--- src/rtl/bf_pkg.sv ---
// Shared types and helpers for the Blowfish Feistel engine.
package bf_pkg;

  typedef enum logic [2:0] {
    IDLE,
    RA,
    RB,
    RC,
    FIN,
    DONE
  } bf_state_t;

  localparam int unsigned S0_BASE = 0;
  localparam int unsigned S1_BASE = 256;
  localparam int unsigned S2_BASE = 512;
  localparam int unsigned S3_BASE = 768;

  // Second half of F: ((S0 + S1) ^ S2) + S3, with S0 + S1 already in f_r.
  function automatic logic [31:0] bf_f_combine(input logic [31:0] f_r,
                                               input logic [31:0] s2,
                                               input logic [31:0] s3);
    return (f_r ^ s2) + s3;
  endfunction

endpackage

--- src/rtl/bf_addr_gen.sv ---
// Read address / chip-select generator for both table ports.
module bf_addr_gen
  import bf_pkg::*;
#(
  parameter int unsigned ROUNDS = 16,
  parameter int unsigned ADDR_W = 12,
  parameter int unsigned P_BASE = 1024,
  parameter int unsigned RND_W  = 4
) (
  input  bf_state_t         state,
  input  logic              accept,
  input  logic              decrypt_in,
  input  logic              decrypt_q,
  input  logic [RND_W-1:0]  rnd,
  input  logic [15:0]       lx_hi,
  input  logic [15:0]       l_lo,
  output logic [ADDR_W-1:0] addr_a,
  output logic [ADDR_W-1:0] addr_b,
  output logic              cs_a_l,
  output logic              cs_b_l
);

  int unsigned nxt;

  function automatic logic [ADDR_W-1:0] p_addr(input int unsigned idx);
    return ADDR_W'(P_BASE + idx);
  endfunction

  // Select the table word each state needs; idle cycles park at address 0.
  always_comb begin
    addr_a = '0;
    addr_b = '0;
    cs_a_l = 1'b1;
    cs_b_l = 1'b1;
    nxt    = 32'(rnd) + 1;
    case (state)
      IDLE: begin
        if (accept) begin
          addr_a = p_addr(decrypt_in ? ROUNDS + 1 : 0);
          cs_a_l = 1'b0;
        end
      end
      RA: begin
        addr_a = ADDR_W'(S0_BASE + 32'(lx_hi[15:8]));
        addr_b = ADDR_W'(S1_BASE + 32'(lx_hi[7:0]));
        cs_a_l = 1'b0;
        cs_b_l = 1'b0;
      end
      RB: begin
        addr_a = ADDR_W'(S2_BASE + 32'(l_lo[15:8]));
        addr_b = ADDR_W'(S3_BASE + 32'(l_lo[7:0]));
        cs_a_l = 1'b0;
        cs_b_l = 1'b0;
      end
      RC: begin
        if (32'(rnd) < ROUNDS - 1) begin
          addr_a = p_addr(decrypt_q ? ROUNDS + 1 - nxt : nxt);
          cs_a_l = 1'b0;
        end else begin
          addr_a = p_addr(decrypt_q ? 0 : ROUNDS + 1);
          addr_b = p_addr(decrypt_q ? 1 : ROUNDS);
          cs_a_l = 1'b0;
          cs_b_l = 1'b0;
        end
      end
      default: ;
    endcase
  end

endmodule

--- src/rtl/blowfish_feistel_engine.sv ---
// Blowfish Feistel engine: 3 cycles per round, tables read via two SRAM ports.
module blowfish_feistel_engine
  import bf_pkg::*;
#(
  parameter int unsigned ROUNDS = 16,
  parameter int unsigned ADDR_W = 12,
  parameter int unsigned P_BASE = 1024
) (
  input  logic              clk,
  input  logic              reset,
  input  logic              start,
  input  logic              decrypt,
  input  logic [31:0]       L_in,
  input  logic [31:0]       R_in,
  output logic [ADDR_W-1:0] addr_a,
  output logic [ADDR_W-1:0] addr_b,
  output logic              cs_a_l,
  output logic              cs_b_l,
  output logic              oe_a_l,
  output logic              oe_b_l,
  output logic              we_a_l,
  output logic              we_b_l,
  input  logic [31:0]       data_a,
  input  logic [31:0]       data_b,
  output logic [63:0]       result,
  output logic              done,
  output logic              busy
);

  localparam int unsigned RND_W = (ROUNDS > 1) ? $clog2(ROUNDS) : 1;

  bf_state_t        state_q, state_d;
  logic [31:0]      l_q, r_q, f_q, lx;
  logic [RND_W-1:0] rnd_q;
  logic             dec_q;
  logic [63:0]      result_q;
  logic             accept;
  logic             last_round;

  assign accept     = (state_q == IDLE) && start && reset;
  assign last_round = (rnd_q == RND_W'(ROUNDS - 1));
  assign lx         = l_q ^ data_a;

  // State register.
  always_ff @(posedge clk) begin
    if (!reset) state_q <= IDLE;
    else        state_q <= state_d;
  end

  // Next-state sequencing.
  always_comb begin
    state_d = state_q;
    case (state_q)
      IDLE:    if (accept) state_d = RA;
      RA:      state_d = RB;
      RB:      state_d = RC;
      RC:      state_d = last_round ? FIN : RA;
      FIN:     state_d = DONE;
      DONE:    state_d = IDLE;
      default: state_d = IDLE;
    endcase
  end

  // Datapath: block halves, partial F, round counter and output block.
  always_ff @(posedge clk) begin
    if (!reset) begin
      l_q      <= '0;
      r_q      <= '0;
      f_q      <= '0;
      rnd_q    <= '0;
      dec_q    <= 1'b0;
      result_q <= '0;
    end else begin
      case (state_q)
        IDLE: begin
          if (accept) begin
            l_q   <= L_in;
            r_q   <= R_in;
            dec_q <= decrypt;
            rnd_q <= '0;
          end
        end
        RA: l_q <= lx;
        RB: f_q <= data_a + data_b;
        RC: begin
          l_q <= r_q ^ bf_f_combine(f_q, data_a, data_b);
          r_q <= l_q;
          if (!last_round) rnd_q <= rnd_q + 1'b1;
        end
        // Halves are still swapped from the last round: R holds the true L.
        FIN: result_q <= {r_q ^ data_a, l_q ^ data_b};
        default: ;
      endcase
    end
  end

  bf_addr_gen #(
    .ROUNDS(ROUNDS),
    .ADDR_W(ADDR_W),
    .P_BASE(P_BASE),
    .RND_W (RND_W)
  ) u_addr_gen (
    .state     (state_q),
    .accept    (accept),
    .decrypt_in(decrypt),
    .decrypt_q (dec_q),
    .rnd       (rnd_q),
    .lx_hi     (lx[31:16]),
    .l_lo      (l_q[15:0]),
    .addr_a    (addr_a),
    .addr_b    (addr_b),
    .cs_a_l    (cs_a_l),
    .cs_b_l    (cs_b_l)
  );

  assign oe_a_l = 1'b0;
  assign oe_b_l = 1'b0;
  assign we_a_l = 1'b1;
  assign we_b_l = 1'b1;
  assign result = result_q;
  assign done   = (state_q == DONE);
  assign busy   = (state_q != IDLE);

endmodule

--- config.mk ---
export PLATFORM = sky130hd
export DESIGN_NAME = blowfish_feistel_engine
export DESIGN_NICKNAME = d
export VERILOG_FILES = /design/src/rtl/bf_pkg.sv /design/src/rtl/bf_addr_gen.sv /design/src/rtl/blowfish_feistel_engine.sv
export SDC_FILE = /design/constraint.sdc
export NUM_CORES = 1
export LEC_CHECK = 0
export ABC_AREA = 1
export CELL_PAD_IN_SITES_DETAIL_PLACEMENT = 1
export CELL_PAD_IN_SITES_GLOBAL_PLACEMENT = 2
export CORE_MARGIN = 2
export CORE_UTILIZATION = 29
export DETAILED_ROUTE_END_ITERATION = 10
export HOLD_SLACK_MARGIN = 0.02
export PLACE_DENSITY_LB_ADDON = 0.05
export SLEW_MARGIN = 20
export SYNTH_ARGS = -nofsm -noshare
export SYNTH_HDL_FRONTEND = slang
export SYNTH_SLANG_ARGS = --single-unit
--- constraint.sdc ---
create_clock -name clk -period 2.5 [get_ports clk]
set_input_delay 0.5 -clock clk [delete_from_list [all_inputs] [get_ports clk]]
set_output_delay 0.5 -clock clk [all_outputs]
set_load 0.01 [all_outputs]
; Word level (Yosys, flattened, before mapping)
; Cells that the tools add are included.
; W data, S select, Z words.
[totals]
input_bits = 132
out_inout_bits = 96
wordCells = 68
ff_bits = 168
[classes]
n_addsub = 12
bitwise = 5
n_lt_le_gt_ge = 1
eq_ne = 8
reduce_logical = 12
n_mux = 23
[ops]
columns = cell, count
row1 = $xor A32 B32 Y32, 5
row2 = $pmux W32 S3, 1
row3 = $add A32 B32 Y32, 2
row4 = $mux W32, 2
row5 = $pmux W32 S2, 1
row6 = $add A11 B12 Y12 const A, 4
row7 = $mux W12, 4
row8 = $pmux W12 S4, 1
row9 = $pmux W12 S3, 1
row10 = $add A10 B8 Y11 const A, 2
row11 = $mux W5, 3
row12 = $pmux W3 S5, 1
row13 = $sub A5 B12 Y12 const A, 1
row14 = $add A9 B8 Y10 const A, 1
row15 = $mux W4, 2
row16 = $pmux W4 S2, 1
row17 = $eq A3 B2 Y1 const B, 2
row18 = $eq A3 B3 Y1 const B, 2
row19 = $mux W3, 2
row20 = $reduce_and A2 Y1, 3
row21 = $reduce_bool A3 Y1, 2
row22 = $add A4 B1 Y5 const B, 1
row23 = $add A4 B1 Y4 const B, 1
row24 = $eq A4 B4 Y1 const B, 1
row25 = other kinds (11), 15

; Depth between registers and ports, before layout
[depth]
ltp_word = 6
ltp_mapped = 15
depth_no_buf = 15

; Hierarchy
; Synthesis repeated with hierarchy kept, for this count alone.
[hier_totals]
hier_cells = 1984
area_unflattened_um2 = 12878.6
[by_module_without_submodules]
columns = module, cells_per_inst, seq_area_each_um2, area_each_um2, n_inst
row1 = blowfish_feistel_engine, 1882, 3363.2, 12316.8, 1
row2 = bf_addr_gen, 102, 0.0, 561.8, 1

; Worst setup path after synthesis
; No wires, ideal clock.
[synth_timing]
path_kind = input port to flip-flop
start = in data_a[0]
end = reg l_q[16]
path_slack_ps = 274
required_time_ps = 2380
setup_ps = 120
n_path_buf = 0
t_arrival_ps = 2106
stages = 12
path_cell_list = xor2_1 -> ha_1 -> fa_1 -> nand3_1 -> nand3_1 -> nand2_1 -> nand2_1 -> nand2_1 -> nand2_1 -> or2_2 -> nand3_1 -> a21oi_1
[synth_via]
elab_chain_cells = 4
[synth_lines]
columns = element, line_no
row1 = "start, declared", blowfish_feistel_engine.sv:23  ; input logic [31:0] data_a,
row2 = $xor A32 B32 Y32, bf_pkg.sv:22  ; return (f_r ^ s2) + s3;
row3 = $add A32 B32 Y32, bf_pkg.sv:22
row4 = $xor A32 B32 Y32, blowfish_feistel_engine.sv:86  ; l_q <= r_q ^ bf_f_combine(f_q, data_a, data_b);
row5 = $pmux W32 S3, blowfish_feistel_engine.sv:74  ; case (state_q)
row6 = "end signal, assigned", blowfish_feistel_engine.sv:77  ; l_q <= L_in;
row7 = "end signal, assigned", blowfish_feistel_engine.sv:83  ; RA: l_q <= lx;
row8 = "end signal, assigned", blowfish_feistel_engine.sv:86
row9 = "end, declared", blowfish_feistel_engine.sv:33  ; logic [31:0] l_q, r_q, f_q, lx;
; No other way between the ends.
; A chain may end at the register's enable or synchronous reset.

; Worst setup path after layout
[layout_timing]
start = in data_a[24]
end = out addr_a[0]
[layout_via]
elab_chain_cells = 2
[layout_lines]
columns = element, line_no
row1 = $xor A32 B32 Y32, blowfish_feistel_engine.sv:42  ; assign lx = l_q ^ data_a;
row2 = $pmux W12 S4, bf_addr_gen.sv:36  ; case (state)
row3 = "end, declared", blowfish_feistel_engine.sv:15  ; output logic [ADDR_W-1:0] addr_a,
; No other way between the ends.

==> out/results.ini <==
[status]
status=finished with violations
violations=negative setup slack

[global_routing]
grt_pass1_wl_um=102000
overflow=0
track_usage=0.300
grt_max_degree=115
grt_pass1_vias=16000
antenna_found_initial=0

[floorplan]
die-width_um=215
rows=77
core-area_um2=44100
start_util=0.294
die_height_um=215
io_pins=228
dieArea_um2=46400

[power_and_ir_drop]
power_density_nw_per_um2=895
leakagePower_uw=0.00960
vdd_drop_max_v=0.000449
p_total_uw=17500

[clocking]
cts.reportedPaths.clkPinSlew_ns=0.07
hold_buffers=0
clock-root-buffer=clkbuf_16
tritoncts=yes
cts_made_buffers=17
cts_max_path_buffers=2
clk-insertion-delay-late_ns=0.50
htree_num_levels=4
clock_sinks=168

[logic_synthesis]
syn_avg_cell_area_um2=6.48
synthDominantCellAreaShare=0.260
synth-simple-area-share=0.260
syn_area_um2=13000
synth_mux_area_frac=0
synth_compound_area_frac=0.203
synth.distinct_cells=46
ys_ff_latch=168
syn-instance-count=1999
synthXorXnorAreaFrac=0.103
synthArstFlopShare=0
ys_seq_area_frac=0.260
yosys-top-cells-area=dfxtp_1 (26%), nand2_1 (15%), inv_1 (7.3%)
yosysWarnings=0
synth_edf_count=0
yosysTopAreaCell=dfxtp_1
synth_top_flop_cell=dfxtp_1
synth_fa_ha_area_frac=0.0717
synth_top_family_by_area=simple AND/OR/NAND/NOR gates

[timing]
fin_skew_ns=0.0207
slew_violations=0
setup_viol=6
rsz0062_at_grt=yes
layout_min_cycle_time_ns=2.57
whs_ns=0.472
hold_viol_final=0
relSlewSlack=0.528
fmax_mhz=389
fin_crit_sh=1.03
fin_ws_ns=-0.0698
worstMarginPinSlew_ns=0.709
setup_tns_ns=-0.300

[worst_hold_path]
min_path_type=primary input to register
min_path_cells=3

[critical_path]
cp_data_arrival_time_ns=2.07
cp_max_fo=5
r2r_cells=13
reg2reg_slack_ns=0.08
critPathCapture=addr_a[0]
r2r_start=f_q[22]
crit_path_end_kind=output port
cp.required_ns=2.00
r2r_end=l_q[29]
critPathKind=primary input to output port
start_kind=primary input
setup.worst_path.start=data_a[24]

[drt]
drtPass1Iterations=5
wire_per_inst_um=22.3
routed_wl_um=69700
drt-initial-drc-count=979
postRouteAntennaNets=0
viasPerCell=4.97
drc=0
vias=15600

[layout]
multi_input_area_um2=8870
nFillCells=5672
fin_nets=2729
drive_above_1_share=0.215
area_growth_pct=50.8
regArea_um2=3380
fin_util=0.443

[flow_run]
max_cap_violations=0

[place]
io_buffers=221
gp_congestion=0.938
dp_hpwl_um=57100
place_ws_ns=-0.677

## cell type report
type	instances	share of cell area
clock buffer	22	0.0243
multi-input combinational	1503	0.454
timing repair buffer	576	0.256
antenna	1	0.000128
inverter	258	0.0500
tap	592	0.0379
clock inverter	10	0.00487
sequential	168	0.173
## synthesized netlist by cell type (2+ instances only)
library cell and instances:
nand2_1 525, inv_1 252, o21ai_0 175, dfxtp_1 168, a21oi_1 166, nor2_1 126, nand3_1 101, xnor2_1 77
xor2_1 76, ha_1 71, clkbuf_1 42, a31oi_1 34, a211oi_2 20, buf_2 17, nor3b_1 16, o21a_1 15
o21bai_1 15, nand4_1 13, nor3_1 12, a21o_1 9, a221oi_1 7, or2_2 7, buf_1 6, buf_4 6
inv_2 5, o211ai_1 5, and2_1 3, buf_6 3, nand2_2 3, nand3b_1 3, a41oi_1 2, conb_1 2
fa_1 2, nor2_2 2, o2111ai_1 2
## worst min-delay path by stage
stage / start / slack [ns] / endpoint
5_1_grt: reset / 0.47 / dec_q
6_report: data_b[0] / 0.47 / result[0]
3_5_place_dp: f_q[0] / 0.48 / f_q[0]
3_3_place_gp: f_q[0] / 0.47 / f_q[0]
4_1_cts: reset / 0.42 / dec_q
2_1_floorplan: f_q[0] / 0.46 / f_q[0]
## metrics by stage
stage,instances,area (um2)
floorplan,2003,13000
global placement,3076,18200
detailed placement,3076,18200
CTS,3124,19100
global route,3129,19500
finish,3130,19500
## cell usage in the layout, fill, tap and decap left out, types with 9 or more instances in the layout
| master | Yosys | layout |
|---|---|---|
| dfxtp_1 | 168 | 160 |
| a211oi_2 | 20 | 20 |
| nor3_1 | 12 | 11 |
| buf_2 | 17 | 13 |
| inv_1 | 252 | 250 |
| nand3_1 | 101 | 95 |
| o21ai_0 | 175 | 169 |
| nand4_1 | 13 | 13 |
| nand2_2 | 3 | 15 |
| nand2_1 | 525 | 512 |
| a21oi_1 | 166 | 152 |
| xor2_1 | 76 | 66 |
| o21bai_1 | 15 | 14 |
| nor2_1 | 126 | 111 |
| dlymetal6s2s_1 | 0 | 20 |
| clkdlybuf4s50_1 | 0 | 172 |
| xnor2_1 | 77 | 76 |
| clkbuf_16 | 0 | 17 |
| ha_1 | 71 | 58 |
| nor2_2 | 2 | 12 |
| buf_6 | 3 | 16 |
| a21o_1 | 9 | 9 |
| o21a_1 | 15 | 15 |
| a31oi_1 | 34 | 34 |
| buf_4 | 6 | 335 |
| a21oi_2 | 0 | 13 |
## critical path, cell delays in order
cell,delay (ns)
clkdlybuf4s50_1,0.64
nand2_1,0.09
nor3b_2,0.16
buf_4,0.16
a21oi_2,0.15
nand3_1,0.13
clkdlybuf4s15_2,0.25
## registers in the layout, indices dropped and copies added, names as in the netlist
register  count
state_q       3
r_q          32
f_q          32
result       64
l_q          32
rnd_q         4
dec_q         1
## where the power goes
| part | internal (uW) | switching [uW] | leakage (uW) | total [uW] |
|---|---|---|---|---|
| clock network | 1450 | 1300 | 0.000276 | 2750 |
| logic | 4520 | 6050 | 0.00795 | 10600 |
| registers | 3290 | 882 | 0.00137 | 4170 |
## kinds of logic after synthesis
family,after synthesis
compound gates,455
xor+xnor,153
fa+ha+maj,73
buf+inv,332
flops,168
other cells,2
simple gates,816
## per-layer routing
| layer | vias to the layer above | wire length [um] | part of all wire | track usage |
|---|---|---|---|---|
| met3 | 55 | 4170 | 0.060 | 0.0532 |
| li1 | 7534 | - | - | - |
| met2 | 360 | 30300 | 0.44 | 0.457 |
| met4 | 0 | 1490 | 0.021 | 0.0777 |
| met5 | - | 0 | 0 | 0 |
| met1 | 7607 | 33700 | 0.48 | 0.433 |
## what timing repair did
item,in CTS,in global routing
buffers inserted,16,6
pin swaps,14,15
endpoints found under the setup margin,31,57
resized for setup,163,96
cloned,0,0
Power figures use the tool's default switching activity.
==> RTL change 1, RTL diff (same flow settings) <==
`ADDR_W` is set to 12 in 2 places; all go to 10.
--- a/src/rtl/bf_addr_gen.sv
+++ b/src/rtl/bf_addr_gen.sv
@@ -5,3 +5,3 @@
   parameter int unsigned ROUNDS = 16,
-  parameter int unsigned ADDR_W = 12,
+  parameter int unsigned ADDR_W = 10,
   parameter int unsigned P_BASE = 1024,
--- a/src/rtl/blowfish_feistel_engine.sv
+++ b/src/rtl/blowfish_feistel_engine.sv
@@ -5,3 +5,3 @@
   parameter int unsigned ROUNDS = 16,
-  parameter int unsigned ADDR_W = 12,
+  parameter int unsigned ADDR_W = 10,
   parameter int unsigned P_BASE = 1024
Interface: changed (resized addr_a and addr_b); port bits go from 228 to 224. The function was not compared with the original's and may differ.
==> RTL change 1 against the original RTL <==
The flow still finishes with violations (negative setup slack); power fell by 25%; die area fell by 0.82%; cell area rose by 0.47%; area after synthesis fell by 0.83%; first-iteration DRC count fell by 6.4%; wire length fell by 0.32%; core utilization rose by 0.40 points; sequential power fell by 14%; setup slack improved by 0.026 ns; sequential cell count did not move; via count rose by 0.28%.
==> RTL change 1: results (changes against the original RTL) <==
outcome=complete, but fails checks; failing checks=negative setup slack; largest net degree at the start of global routing=163 (+42%); reg2reg start=f_q[5]; diodes inserted=0 (-1); DRT Pass-1 Iters=5 (unchanged); Placed Instances=3090 (+0.46%); Critical Path Fanout Max=2 (-3); syn_area_per_cell=6.42 um^2 (-0.88%); routability cong.=0.928 (-1.2%); CTS Buf Count=17 (unchanged); Worst Hold Class=flip-flop to flip-flop; Crit. Startpoint=rnd_q[0]; most common cell in the netlist=nand2_1; number of fill cells=5623 (-0.86%); detailed-route wire length=69.4 mm (-0.32%); nets@finish=2736 (+0.26%); Starting Density=0.292 (-0.00116); top post-synthesis cells by area=dfxtp_1, nand2_1, inv_1; initial antenna violation count=1 (+1); post-synth cell types=46 (unchanged); CTS Root Cell=clkbuf_16; Longest Clk Path Bufs=2 (unchanged); Clock Pin Slew Worst Setup and Hold Paths=0.07 ns (about the same); crit path DAT=2.04 ns (-0.03 ns); IO Port Bufs=219 (-0.90%); setup slack after layout=-0.0436 ns (+0.0263 ns); post-synthesis sequential area ratio=0.262 (+0.00218); H-Tree Level Count=4 (unchanged); vias in the first global route=16152 (+1.0%); final setup skew=0.0144 ns (-0.00631 ns); first-pass GRT wire length=102 mm (-0.24%); peak supply drop=0.371 mV (-17%); Placed Area=18200 um^2 (about the same); GR Util All Layers=0.300 (about the same); Clock Latency Late Sink=0.51 ns; asr flop ratio synth=0 (unchanged); Final setup viols=4 (-2); Routed WL per cell=22.1 um (-0.61%); max reg flops=64 (unchanged); Initial DRC Count=916 (-6.4%); DR vias/cell=4.97 (about the same); Post-DP HPWL=55.8 mm (-2.2%); Worst slew margin=0.488 (-0.0397); min-delay src=f_q[13]; commonest cells in the netlist=nand2_1, inv_1, o21ai_0; share of cells above drive strength 1=0.214 (-0.00124); synth warn=0 (unchanged); Leak=9.58 nW (-0.22%)
## RTL change 1: kinds of logic (layout without fill, tap and decap cells)
family          count (synthesis)  after routing  share of synthesized area
compound gates                454            454                      0.196
xor+xnor                      155            155                      0.106
fa+ha+maj                      70             70                     0.0694
buf+inv                       329            874                      0.102
flops                         168            168                      0.262
other cells                     2              4                   0.000585
simple gates                  822            822                      0.265
## RTL change 1: per-layer routing
layer  track usage  routed length (um)  part of all wire  up-vias
li1              -                   -                 -     7557
met1         0.428               33400              0.48     7630
met2         0.467               30700              0.44      349
met3        0.0394                3590             0.052       64
met4        0.0898                1740             0.025        0
met5             0                   0                 0        -
## RTL change 1: what timing repair did
item,CTS,global route
endpoints found under the setup margin,34,61
setup buffers,19,5
pin swaps,17,18
hold buffers,0,0
resized for setup,156,97
## RTL change 1: critical path, stage by stage (launching register included)
cell and delay, ns:
dfxtp_2 0.36, ha_4 0.18, xor2_4 0.17, inv_2 0.08, ha_4 0.16, nor2_4 0.08
xnor2_1 0.12, nand2_1 0.15, nand2_1 0.10, buf_2 0.13
## RTL change 1: worst paths after layout
check / end / slack (ns) / depth (start not counted)
setup reg to reg: l_q[16] / 0.16 / 12
hold reg to reg: f_q[13] / 0.52 / 2
setup / recovery: addr_a[3] / -0.04 / 9
hold / removal: f_q[13] / 0.52 / 2
## RTL change 1: stage by stage
step | TNS [ns] | setup WS (ns) | hold slack (ns)
2_1_floorplan | 0 | 0.265 | 0.457
3_3_place_gp | -30.16 | -0.895 | 0.484
3_5_place_dp | -31.67 | -0.885 | 0.497
4_1_cts | -0.258 | -0.0739 | 0.523
5_1_grt | -0.603 | -0.0812 | 0.572
6_report | -0.0887 | -0.0436 | 0.523
## RTL change 1: final cells by class
| type | count | area, um^2 | share of cell area |
|---|---|---|---|
| Multi-Input combinational cell | 1505 | 8800 | 0.448 |
| Timing Repair Buffer | 586 | 5160 | 0.263 |
| Sequential cell | 168 | 3370 | 0.172 |
| Inverter | 256 | 966 | 0.0492 |
| Tap cell | 592 | 741 | 0.0377 |
| Clock buffer | 18 | 439 | 0.0224 |
| Clock inverter | 14 | 146 | 0.00746 |
## RTL change 1: where the power goes
part,total [mW],switching [mW],internal [mW],leakage [nW]
clock network,2.86,1.36,1.50,0.283
registers,3.57,0.545,3.03,1.37
logic,6.70,3.74,2.96,7.92
total,13.1,5.64,7.49,9.58
==> RTL change 2, RTL diff (config.mk and constraints unchanged) <==
Without the edit above. Encoding of `bf_state_t`: now one-hot (6 bits for 6 states).
--- a/src/rtl/bf_pkg.sv
+++ b/src/rtl/bf_pkg.sv
@@ -3,9 +3,9 @@
 
-  typedef enum logic [2:0] {
-    IDLE,
-    RA,
-    RB,
-    RC,
-    FIN,
-    DONE
+  typedef enum logic [5:0] {
+    IDLE = 6'b000001,
+    RA   = 6'b000010,
+    RB   = 6'b000100,
+    RC   = 6'b001000,
+    FIN  = 6'b010000,
+    DONE = 6'b100000
   } bf_state_t;
Function: no difference found for any inputs over 10 cycles, from zero or initial values and one cycle with reset low; not proved beyond that.
==> RTL change 2 against the original RTL <==
The flow still finishes with violations (negative setup slack); cell area up 0.92%; sequential share of layout area up 0.13 points; core utilization fell by 0.64 points; setup slack lost 0.089 ns; maximum frequency fell by 3.4%; critical path depth is 2 higher; sequential cell count up 3; wire length is 0.26% higher; area after synthesis grew 2.0%; critical endpoint is now addr_a[5].
Power is not compared: it rests on default switching activity, and its combinational part moved more than twofold at a synthesized area within 25%.
==> RTL change 2: results (changes against the original RTL) <==
DR vias/cell=4.96 (-0.30%); Clock Pin Slew Worst Setup and Hold Paths=0.07 ns (about the same); worst-margin pin slew=0.811 ns (+0.102 ns); number of fill cells=5766 (+1.7%); final setup skew=0.0182 ns (-0.00251 ns); top post-synthesis cells by area=dfxtp_1, nand2_1, inv_1; Worst Hold Class=flip-flop to flip-flop; initial antenna violation count=2 (+2); post-synth cell types=43 (-6.5%); Post-DP HPWL=56.1 mm (-1.7%); crit path DAT=2.16 ns (+0.09 ns); first-pass GRT wire length=102 mm (-0.17%); failing checks=negative setup slack; diodes inserted=0 (-1); cell count after synthesis=2052 (+2.7%); IO Port Bufs=221 (unchanged); worst hold slack=0.525 ns (+0.0526 ns); vias in the first global route=16135 (+0.94%); post-synthesis sequential area ratio=0.259 (-0.000471); Routed WL per cell=22.0 um (-1.3%); hold depth=2 (-1); R2R setup slack=0.18 ns (+0.10 ns); Critical Path Fanout Max=7 (+2); DRT Pass-1 Iters=6 (+1); nets@finish=2773 (+1.6%); CP peak stage delay=0.34 ns (-0.30 ns); Clock Latency Late Sink=0.51 ns; min-delay src=f_q[14]; GR Util All Layers=0.295 (-0.00434); FF-to-FF End=r_q[20]; asr flop ratio synth=0 (unchanged); commonest cells in the netlist=nand2_1, inv_1, dfxtp_1; synth warn=0 (unchanged); Worst Reg2Reg Path Length in Cells=11 (-2); detailed-route wire length=69.8 mm (+0.26%); Placed Area=18300 um^2 (+0.74%); setup slack after layout=-0.159 ns (-0.0891 ns); Initial DRC Count=984 (+0.51%); Worst Hold Endpoint=f_q[14]; slowest CP cell=dfxtp_2; outcome=complete, but fails checks; Final setup viols=14 (+8); largest net degree at the start of global routing=83 (-28%); Leak=9.72 nW; CTS Buf Count=17 (unchanged); reg2reg start=state_q[2]; Placed Instances=3122 (+1.5%); post-place setup slack=-0.646 ns (+0.0317 ns); share of cells above drive strength 1=0.206 (-0.00948); max reg flops=64 (unchanged); routability cong.=0.932 (-0.66%)
-- RTL change 2: cell count changes after synthesis, sizes merged, moves of 11 or more --
| cell | unedited run | this run |
|---|---|---|
| a211oi | 21 | 10 |
| buf | 32 | 47 |
| clkbuf | 42 | 31 |
| inv | 257 | 269 |
| nand2 | 528 | 560 |
| nor3b | 16 | 31 |
-- RTL change 2: routing by layer --
layer	global-route usage	routed length, um	part of all wire
met1	0.417	34000	0.49
met2	0.467	31100	0.45
met3	0.0435	3230	0.046
met4	0.0799	1530	0.022
met5	0	0	0
-- RTL change 2: what timing repair did --
item | 4_1_cts | 5_1_grt
pin swaps | 20 | 16
hold buffers | 0 | 0
cloned | 1 | 0
setup buffers | 20 | 11
resized for setup | 175 | 77
setup endpoints to repair | 28 | 63
-- RTL change 2: worst max-delay path: cells and delay by family, from the launching register on --
family          cells  cell delay, ns
compound gates      1            0.15
buf+inv             5            0.75
flops               1            0.34
simple gates        3            0.39
-- RTL change 2: worst max path at each step --
stage	startpoint	end	slack (ns)	cells past startpoint
global route	state_q[2]	addr_a[4]	-0.22	10
floorplan	data_a[0]	l_q[16]	0.27	12
detailed placement	data_a[21]	l_q[25]	-0.65	13
global placement	data_a[21]	l_q[25]	-0.67	13
CTS	state_q[3]	addr_b[0]	-0.17	9
finish	state_q[2]	addr_a[5]	-0.16	9
-- RTL change 2: through the flow --
step / TNS (ns) / power, mW / util
final: -1.24 / 8.94 / 0.436
after global routing: -2.49 / 9.38 / 0.436
after CTS: -1.70 / 8.93 / 0.429
after detailed placement: -27.41 / 5.87 / 0.406
after global placement: -24.89 / 5.83 / 0.406
after floorplan: 0 / 4.36 / -
-- RTL change 2: kinds of logic (layout without fill, tap and decap cells) --
family	Yosys count	in the layout	share of synthesized area
and+or+nand+nor	876	876	0.281
other	2	6	0.000569
adders and majority gates	73	73	0.0703
AOI/OAI and AO/OA	428	428	0.179
DFF	171	171	0.259
xor gates and xnor gates	155	155	0.103
buffers and inverters	347	872	0.107
-- RTL change 2: area by class of cell --
cell class / count / share of cell area
clock inverters: 10 / 0.00654
repair buffers: 571 / 0.255
well taps: 600 / 0.0381
inverters: 269 / 0.0520
clock buffers: 22 / 0.0246
flip-flops and latches: 171 / 0.174
multi-input cells: 1538 / 0.450
-- RTL change 2: power groups by stage --
stage	sequential [mW]	clock (mW)	combinational (mW)
2_1_floorplan	2.99	0	1.38
3_3_place_gp	3.04	0	2.79
3_5_place_dp	3.05	0	2.83
4_1_cts	2.99	3.07	2.87
5_1_grt	3.00	3.16	3.22
6_report	2.99	3.00	2.95
